## config.mk

```make
export PLATFORM = sky130hd
export DESIGN_NAME = valu_exec
export DESIGN_NICKNAME = d
export VERILOG_FILES = /design/src/rtl/valu_pkg.sv /design/src/rtl/valu_lane.sv /design/src/rtl/valu_exec.sv
export SDC_FILE = /design/constraint.sdc
export NUM_CORES = 2
export LEC_CHECK = 0
export CAP_MARGIN = 0
export CORE_UTILIZATION = 30
export DETAILED_ROUTE_END_ITERATION = 10
export GPL_TIMING_DRIVEN = 0
export PLACE_DENSITY = 0.46
export RECOVER_POWER = 50
export SETUP_SLACK_MARGIN = 0.5
export SYNTH_ARGS = -nofsm -noshare
export SYNTH_HDL_FRONTEND = slang
export SYNTH_HIERARCHICAL = 1
export SYNTH_SLANG_ARGS = --single-unit
```

## constraint.sdc

```tcl
create_clock -name clk_i -period 10.7 [get_ports clk_i]
set_input_delay 1.07 -clock clk_i [delete_from_list [all_inputs] [get_ports clk_i]]
set_output_delay 1.07 -clock clk_i [all_outputs]
set_load 0.02 [all_outputs]
```

## src/rtl/valu_pkg.sv

```systemverilog
// Shared definitions for the vector ALU execution unit: operation codes
// from the VALU control decoder and the sequencer state encoding.
package valu_pkg;

  localparam logic [2:0] VALU_SMUL = 3'b000;
  localparam logic [2:0] VALU_DOT  = 3'b001;
  localparam logic [2:0] VALU_ADD  = 3'b010;
  localparam logic [2:0] VALU_SUB  = 3'b110;

  typedef enum logic [1:0] {
    ST_IDLE = 2'b00,
    ST_RUN  = 2'b01,
    ST_DONE = 2'b10
  } valu_state_e;

endpackage

```

## src/rtl/valu_lane.sv

```systemverilog
// Single-element arithmetic for the vector ALU: add, sub and multiply
// (low SEW bits). Unknown codes produce zero.
// Build option: VALU_EXEC_SAT_EN makes add/sub saturate as signed SEW-bit values.
module valu_lane
  import valu_pkg::*;
#(
  parameter int SEW = 32
) (
  input  logic [2:0]     op_i,
  input  logic [SEW-1:0] a_i,
  input  logic [SEW-1:0] b_i,
  output logic [SEW-1:0] y_o
);

  // Clamp a one-bit-extended signed sum to the SEW-bit signed range.
  function automatic logic [SEW-1:0] sat_sum(input logic signed [SEW:0] wide);
    logic [SEW-1:0] res;
    if (wide[SEW] != wide[SEW-1]) begin
      res = wide[SEW] ? {1'b1, {(SEW-1){1'b0}}} : {1'b0, {(SEW-1){1'b1}}};
    end else begin
      res = wide[SEW-1:0];
    end
    return res;
  endfunction

  logic signed [SEW-1:0] a_s;
  logic signed [SEW-1:0] b_s;
  logic signed [SEW:0]   add_wide;
  logic signed [SEW:0]   sub_wide;
  logic [SEW-1:0]        add_res;
  logic [SEW-1:0]        sub_res;
  logic [SEW-1:0]        mul_res;

  assign a_s      = a_i;
  assign b_s      = b_i;
  assign add_wide = {a_s[SEW-1], a_s} + {b_s[SEW-1], b_s};
  assign sub_wide = {a_s[SEW-1], a_s} - {b_s[SEW-1], b_s};
  assign mul_res  = a_i * b_i;

`ifdef VALU_EXEC_SAT_EN
  assign add_res = sat_sum(add_wide);
  assign sub_res = sat_sum(sub_wide);
`else
  assign add_res = add_wide[SEW-1:0];
  assign sub_res = sub_wide[SEW-1:0];
`endif

  // Select the lane result for the requested operation.
  always_comb begin
    y_o = '0;
    case (op_i)
      VALU_ADD:  y_o = add_res;
      VALU_SUB:  y_o = sub_res;
      VALU_SMUL: y_o = mul_res;
      default:   y_o = '0;
    endcase
  end

endmodule

```

## src/rtl/valu_exec.sv

```systemverilog
// Vector ALU execution unit: accepts one vector operation, processes one
// element per cycle through a shared lane, then holds the result until the
// consumer takes it. Dot product accumulates lane products into element 0.
// Build option: VALU_EXEC_SAT_EN (saturating add/sub, handled in valu_lane).
module valu_exec
  import valu_pkg::*;
#(
  parameter int NUM_ELEM = 4,
  parameter int SEW      = 32
) (
  input  logic                    clk_i,
  input  logic                    rst_i,
  input  logic                    valid_i,
  output logic                    ready_o,
  input  logic [2:0]              valu_ctrl_i,
  input  logic [NUM_ELEM*SEW-1:0] vs1_i,
  input  logic [NUM_ELEM*SEW-1:0] vs2_i,
  input  logic [SEW-1:0]          rs1_i,
  output logic                    valid_o,
  input  logic                    ready_i,
  output logic [NUM_ELEM*SEW-1:0] vd_o
);

  localparam int IDX_W = (NUM_ELEM > 1) ? $clog2(NUM_ELEM) : 1;
  localparam logic [IDX_W-1:0] IDX_LAST = IDX_W'(NUM_ELEM - 1);

  valu_state_e             state_q, state_d;
  logic [IDX_W-1:0]        idx_q;
  logic [SEW-1:0]          acc_q;
  logic [NUM_ELEM*SEW-1:0] vd_q;

  logic [2:0]              op_q;
  logic [NUM_ELEM*SEW-1:0] vs1_q;
  logic [NUM_ELEM*SEW-1:0] vs2_q;
  logic [SEW-1:0]          rs1_q;

  logic                    accept;
  logic                    last_elem;
  logic [2:0]              lane_op;
  logic [SEW-1:0]          lane_a;
  logic [SEW-1:0]          lane_b;
  logic [SEW-1:0]          lane_y;
  logic [SEW-1:0]          acc_sum;

  assign accept    = (state_q == ST_IDLE) && valid_i;
  assign last_elem = (idx_q == IDX_LAST);
  assign acc_sum   = acc_q + lane_y;
  assign vd_o      = vd_q;

  // State register.
  always_ff @(posedge clk_i or posedge rst_i) begin
    if (rst_i) state_q <= ST_IDLE;
    else       state_q <= state_d;
  end

  // Next-state and handshake outputs.
  always_comb begin
    state_d = state_q;
    ready_o = 1'b0;
    valid_o = 1'b0;
    case (state_q)
      ST_IDLE: begin
        ready_o = 1'b1;
        if (valid_i) state_d = ST_RUN;
      end
      ST_RUN: begin
        if (last_elem) state_d = ST_DONE;
      end
      ST_DONE: begin
        valid_o = 1'b1;
        if (ready_i) state_d = ST_IDLE;
      end
      default: state_d = ST_IDLE;
    endcase
  end

  // Operand capture at acceptance; later input changes cannot affect the result.
  always_ff @(posedge clk_i) begin
    if (accept) begin
      op_q  <= valu_ctrl_i;
      vs1_q <= vs1_i;
      vs2_q <= vs2_i;
      rs1_q <= rs1_i;
    end
  end

  // Route the current element to the lane; dot product reuses the multiplier.
  always_comb begin
    lane_op = op_q;
    lane_a  = vs1_q[int'(idx_q)*SEW +: SEW];
    lane_b  = vs2_q[int'(idx_q)*SEW +: SEW];
    case (op_q)
      VALU_SMUL: begin
        lane_a = vs2_q[int'(idx_q)*SEW +: SEW];
        lane_b = rs1_q;
      end
      VALU_DOT: lane_op = VALU_SMUL;
      default: ;
    endcase
  end

  valu_lane #(.SEW(SEW)) u_lane (
    .op_i (lane_op),
    .a_i  (lane_a),
    .b_i  (lane_b),
    .y_o  (lane_y)
  );

  // Element index, dot accumulator and result register.
  always_ff @(posedge clk_i or posedge rst_i) begin
    if (rst_i) begin
      idx_q <= '0;
      acc_q <= '0;
      vd_q  <= '0;
    end else begin
      case (state_q)
        ST_IDLE: begin
          if (valid_i) begin
            idx_q <= '0;
            acc_q <= '0;
            vd_q  <= '0;
          end
        end
        ST_RUN: begin
          idx_q <= last_elem ? '0 : idx_q + 1'b1;
          if (op_q == VALU_DOT) begin
            acc_q <= acc_sum;
            if (last_elem) vd_q[SEW-1:0] <= acc_sum;
          end else begin
            vd_q[int'(idx_q)*SEW +: SEW] <= lane_y;
          end
        end
        default: ;
      endcase
    end
  end

endmodule

```

# Word level (Yosys, flattened, before mapping)
# Index checks and enable logic that the tools add are counted.
dict set report totals {
  input_bits 295
  regBits 455
  elab_cells 63
  output_inout_bits 130
}
dict set report op_classes {
  n_reduce_logical 10
  add_sub_neg 5
  muxes 22
  n_eq_ne 12
  shift 4
  n_mul 1
}
# op n
set ops {}
lappend ops {{case mux 128 bit (2 select lines)} 1}
lappend ops {{indexed part select 128 x 8 -> 32 bit} 2}
lappend ops {{2-to-1 mux 32 bit} 6}
lappend ops {{bitwise mux 128 bit} 1}
lappend ops {{2-to-1 mux 128 bit} 1}
lappend ops {{variable shift 32 x 33 -> 128 bit (first input constant)} 1}
lappend ops {{indexed part select 32 x 33 -> 128 bit} 1}
lappend ops {{2-to-1 mux 96 bit} 1}
lappend ops {{case mux 32 bit (3 select lines)} 1}
lappend ops {{adder 32 bit} 2}
lappend ops {{case mux 32 bit (2 select lines)} 1}
lappend ops {{negation 7 -> 33 bit} 1}
lappend ops {{multiplier 32 x 32 -> 32 bit} 1}
lappend ops {{subtractor 32 bit} 1}
lappend ops {{AND reduction 3 bit} 4}
lappend ops {{2-to-1 mux 2 bit} 5}
lappend ops {{inequality test 2 bit (second input constant)} 5}
lappend ops {{logical NOT 3 bit} 2}
lappend ops {{case mux 2 bit (3 select lines)} 1}
lappend ops {{== test 2 bit (second input constant)} 2}
lappend ops {{case mux 2 bit (2 select lines)} 1}
lappend ops {{== test 3 x 1 -> 1 bit (second input constant)} 1}
lappend ops {{== test 3 x 2 -> 1 bit (second input constant)} 1}
lappend ops {{== test 3 bit (second input constant)} 1}
lappend ops {{9 further kinds} 10}

# Longest topological paths before layout
dict set report logic_depth {
  depth_word 8
  mapped_depth 42
  mapped_depth_nobuf 37
}

# Modules after synthesis
# The synthesis kept the hierarchy.
# mod seq_area_each_um2 instances area_per_inst_um2 cells_each
set modules_own_cells {}
lappend modules_own_cells {valu_exec 12842.3 1 19317.3 1397}
lappend modules_own_cells {valu_lane 0.0 1 18261.3 2110}

# Worst setup path after synthesis
# No wires, ideal clock.
dict set report synth_path {
  path_type {reg2reg}
  start {register idx_q[0]}
  end {register vd_q[31], in the netlist vd_o[31]}
  t_arrival_ns 10.005
  slack_ns 0.571
  stages_incl_launch_ff 40
  period_less_slack_ns 10.129
  t_required_ns 10.576
  setup_time_ns 0.124
  path_buffers 4
  cell_sequence {dfrtp_1 clkbuf_1 buf_1 mux4_2 mux2_2 clkbuf_1 clkbuf_1 and2_1 fa_1 fa_1 fa_1 inv_1 fa_1 inv_1 fa_1 inv_1 fa_1 inv_1 [... 4 more ...] a21oi_1 nor2b_1 a311o_1 or2_1 a21o_1 a21oi_1 xor2_1 o22ai_1 ha_1 a21oi_1 o21bai_1 a21oi_1 nor3_1 nor3_1 a221oi_2 xnor2_1 xor2_1 a21oi_1}
}
dict set report synth_between {
  elab_chain_len 8
  elab_cells_between_ends 19
  cone_classes {4 x add/sub; 1 x mul; 2 x eq/ne; 4 x shift; 7 x mux; 1 x reduce/logical}
}
# element line_no
set synth_lines {}
lappend synth_lines {{start, declared} valu_exec.sv:28} ;# logic [IDX_W-1:0] idx_q;
lappend synth_lines {{start signal, assigned} valu_exec.sv:125} ;# idx_q <= last_elem ? '0 : idx_q + 1'b1;
lappend synth_lines {{indexed part select 128 x 8 -> 32 bit *} valu_exec.sv:91} ;# lane_b = vs2_q[int'(idx_q)*SEW +: SEW];
lappend synth_lines {{2-to-1 mux 32 bit *} valu_exec.sv:92} ;# case (op_q)
lappend synth_lines {{net lane_b[5]} valu_exec.sv:41} ;# logic [SEW-1:0] lane_b;
lappend synth_lines {{multiplier 32 x 32 -> 32 bit, or another cell as far along} valu_lane.sv:38} ;# assign mul_res = a_i * b_i;
lappend synth_lines {{case mux 32 bit (3 select lines) *} valu_lane.sv:51} ;# case (op_i)
lappend synth_lines {{net lane_y[24]} valu_exec.sv:42} ;# logic [SEW-1:0] lane_y;
lappend synth_lines {{adder 32 bit / indexed part select 32 x 33 -> 128 bit (equally long branches)} {valu_exec.sv:47, valu_exec.sv:130}}
lappend synth_lines {{2-to-1 mux 32 bit / bitwise mux 128 bit (equally long branches)} {valu_exec.sv:128, valu_exec.sv:130}}
lappend synth_lines {{2-to-1 mux 32 bit *} valu_exec.sv:126} ;# if (op_q == VALU_DOT) begin
lappend synth_lines {{case mux 128 bit (2 select lines) *} valu_exec.sv:116} ;# case (state_q)
lappend synth_lines {{end signal, assigned by index} valu_exec.sv:128} ;# if (last_elem) vd_q[SEW-1:0] <= acc_sum;
lappend synth_lines {{end signal, assigned by index} valu_exec.sv:130} ;# vd_q[int'(idx_q)*SEW +: SEW] <= lane_y;
lappend synth_lines {{end, declared} valu_exec.sv:30} ;# logic [NUM_ELEM*SEW-1:0] vd_q;
# The timed path passes the listed nets; every way through them passes the cells marked *. The select of a mux whose other input is x is not followed.
# A chain may end at the register's enable or synchronous reset.

# Final worst setup path
dict set report layout_path {
  start {register idx_q[1]}
  end {register acc_q[31]}
}
dict set report layout_between {
  elab_chain_len 7
  elab_cells_between_ends 11
  cone_classes {3 x add/sub; 1 x mul; 2 x shift; 5 x mux}
}
# element line_no
set layout_lines {}
lappend layout_lines {{indexed part select 128 x 8 -> 32 bit, on equally long branches} {valu_exec.sv:90, valu_exec.sv:94}}
lappend layout_lines {{2-to-1 mux 32 bit *} valu_exec.sv:92}
lappend layout_lines {{net lane_a[23]} valu_exec.sv:40} ;# logic [SEW-1:0] lane_a;
lappend layout_lines {{multiplier 32 x 32 -> 32 bit, or another cell as far along} valu_lane.sv:38}
lappend layout_lines {{case mux 32 bit (3 select lines) *} valu_lane.sv:51}
lappend layout_lines {{net lane_y[31]} valu_exec.sv:42}
lappend layout_lines {{adder 32 bit *} valu_exec.sv:47} ;# assign acc_sum = acc_q + lane_y;
lappend layout_lines {{2-to-1 mux 32 bit *} valu_exec.sv:126}
lappend layout_lines {{case mux 32 bit (2 select lines) *} valu_exec.sv:116}
lappend layout_lines {{end signal, assigned} valu_exec.sv:127} ;# acc_q <= acc_sum;
lappend layout_lines {{end, declared} valu_exec.sv:29} ;# logic [SEW-1:0] acc_q;
# Marked as above.

==> reports/metrics.yaml <==
worstSetupStartpointType: "flip-flop"
die_area_um2: 126700
grt_start_max_net_pins: 126
synthTopCellsByArea: "edfxtp_1 (23%), fa_1 (22%), dfrtp_1 (11%)"
routed_via_density: 4.939
vias: 28490
tightestPinTransition_ns: 4.883
n_fill_cell: 12390
required_ns: 11.19
path_max_fanout: 10
final_cell_mix: "nand2_1 (488), inv_1 (410), fa_1 (403)"
maxSlewHeadroom_pct: -225.5
critical_path_arrival_ns: 10.80
hpwl_mm: 110.9
cts-buffers-inserted: 53
violations: "DRC, capacitance limit, slew limit"
num_rows: 129
clock-sinks: 455
ant_nets: 0
synth_nets: 4403
period_needed_ns: 10.31
setup_viol: 0
drv_cap: 3
grt-ovfl-total: 0
nets: 4960
area_growth_pct: 28.03
async_reset_ff_share_pct: 36.04
clk_latency_ns: 0.65
routedWlPerCell_um: 24.96
final_util_pct: 38.81
slowest_stage: "o22ai_1"
clock_path_buffers: 3
crit_path_end_kind: "flip-flop"
first_pass_iters: 8
max_stage_delay_ns: 1.11
crit_path_frequent_cell: "fa_1"
drive_gt1_share_pct: 13.20
hold_viol_final: 0
post_synth_num_cell_types: 90
first_global_vias: 29940
synth_area_leader_cell: "edfxtp_1"
fin_crit_sh_pct: 96.36
drv_slew: 258
routed_wl_mm: 144.0
synth.top_cell.area_share_pct: 23.25
fmax_mhz: 96.99
cts_root_buf: "clkbuf_16"
drtIter0Drc: 2102
coreArea_um2: 124000
synth_edf_count: 291
final_common_cell: "nand2_1"
cts.clk_slew.worst_paths_ns: 0.06
antenna_found_initial: 59
cts_tree: "yes"
synth_area_per_cell_um2: 10.72
crit_type: "reg2reg"
die-height_um: 355.9
synthesis.area_um2: 37580
initial_core_util_pct: 30.32
yosysWarnings: 6
fin_ws_ns: 0.3897
seq_area_um2: 12840
portBuffers: 424
ys_seq_area_share_pct: 34.17
synthCells: 3507
hp-class: "reg2reg"
multi_input_area_um2: 23270
drc: 36
globalplace.congestion: 0.9143
detailedPlace.worstSlack_ns: -3.127
hold_buffers: 0
synth_flop_cell: "edfxtp_1"
skew_ns: 0.02499
grt_pass1_wl_mm: 209.3
rsz0062_at_grt: "yes"
die_w_um: 355.9
htreeDepth: 2
num_io_pins: 425
synth-seq-cells: 455
grt_usage_pct: 22.81
status: "finished with violations"
worst max-delay path: cells and delay by family, from the launching register on:
kind	cells	cell delay, ns
buf+inv	8	1.74
mux	2	0.80
xor+xnor	2	0.36
fa+ha+maj	9	4.27
simple gates	2	0.37
flops	1	0.52
compound gates	6	2.06
worst paths after layout:
kind / from / slack [ns] / cells after the start / end
worst max-delay path: idx_q[1] / 0.39 / 29 / acc_q[31]
worst min-delay path: vd_o[58] / 0.48 / 2 / vd_o[58]
worst max register to register: idx_q[1] / 0.39 / 29 / acc_q[31]
worst min register to register: vd_o[58] / 0.48 / 2 / vd_o[58]
max in group asynchronous: rst_i / 3.00 / 3 / vd_o[107]
min in group asynchronous: rst_i / 1.96 / 2 / acc_q[25]
registers in the layout, indices dropped and copies added, names as in the netlist:
name / count
rs1_q: 32
state_q: 2
idx_q: 2
op_q: 3
vs2_q: 128
vd_o: 128
vs1_q: 128
acc_q: 32
cells in the mapped netlist (all sizes together) (11+ instances only):
library cell  instances
buf                  14
nor2                 75
edfxtp              291
o21bai               11
o21ai               188
nand2b               16
nor2b                14
xor2                 58
fa                  410
o22ai                21
a31oi                12
mux4                 64
a21o                 27
and2                309
mux2                 64
o21a                 14
nand3                60
inv                 416
o31ai                14
a22oi                17
nor3                 30
dfrtp               164
ha                  191
clkbuf              184
xnor2               106
nand2               494
a21oi               104
metrics by stage:
step	TNS, ns	instance area [µm²]	std cells	hold WS [ns]
after global placement	-255.06	43870	5568	0.4609
after global routing	0	48090	5760	0.4983
final	0	48110	5768	0.4772
after CTS	0	47820	5736	0.4837
after floorplan	0	37580	3507	0.4735
after detailed placement	-105.63	44030	5575	0.4703
metal layers:
layer	vias up	share of wire, %	global-route usage (%)	wire length [µm]
li1	12770	-	-	-
met1	14510	42	29.36	60760
met2	924	48	38.73	69550
met3	255	6.1	4.210	8724
met4	30	3.3	6.884	4753
met5	-	0.12	0	167
logic make-up (layout without fill, tap and decap cells):
| kind of cell | Yosys count | count (layout) | share of synthesized area [%] |
|---|---|---|---|
| simple gates | 1055 | 1055 | 13.67 |
| buf+inv | 614 | 1213 | 6.200 |
| fa+ha+maj | 601 | 601 | 28.20 |
| compound gates | 483 | 483 | 7.938 |
| flops | 455 | 455 | 34.17 |
| xor+xnor | 164 | 164 | 3.872 |
| mux | 135 | 135 | 5.940 |
| other cells | 0 | 25 | 0 |
repair_timing:
action | in CTS | in global routing
gates cloned | 1 | 0
setup endpoints to repair | 95 | 29
pin swaps | 53 | 21
resized for setup | 401 | 57
setup buffers | 63 | 7
area by class of cell:
type                       instances  share of cell area (%)
multi-input combinational       2438                   48.37
sequential                       455                   26.69
timing repair buffer             502                   10.26
tap                             1637                   4.257
buffer                           198                   3.329
inverter                         416                   3.251
clock buffer                      73                   3.167
clock inverter                    24                  0.5409
antenna                           25                  0.1300
Power is left out: the tool's default activity adds up to more than one toggle a clock period on the data nets, which glitch-free logic cannot reach.
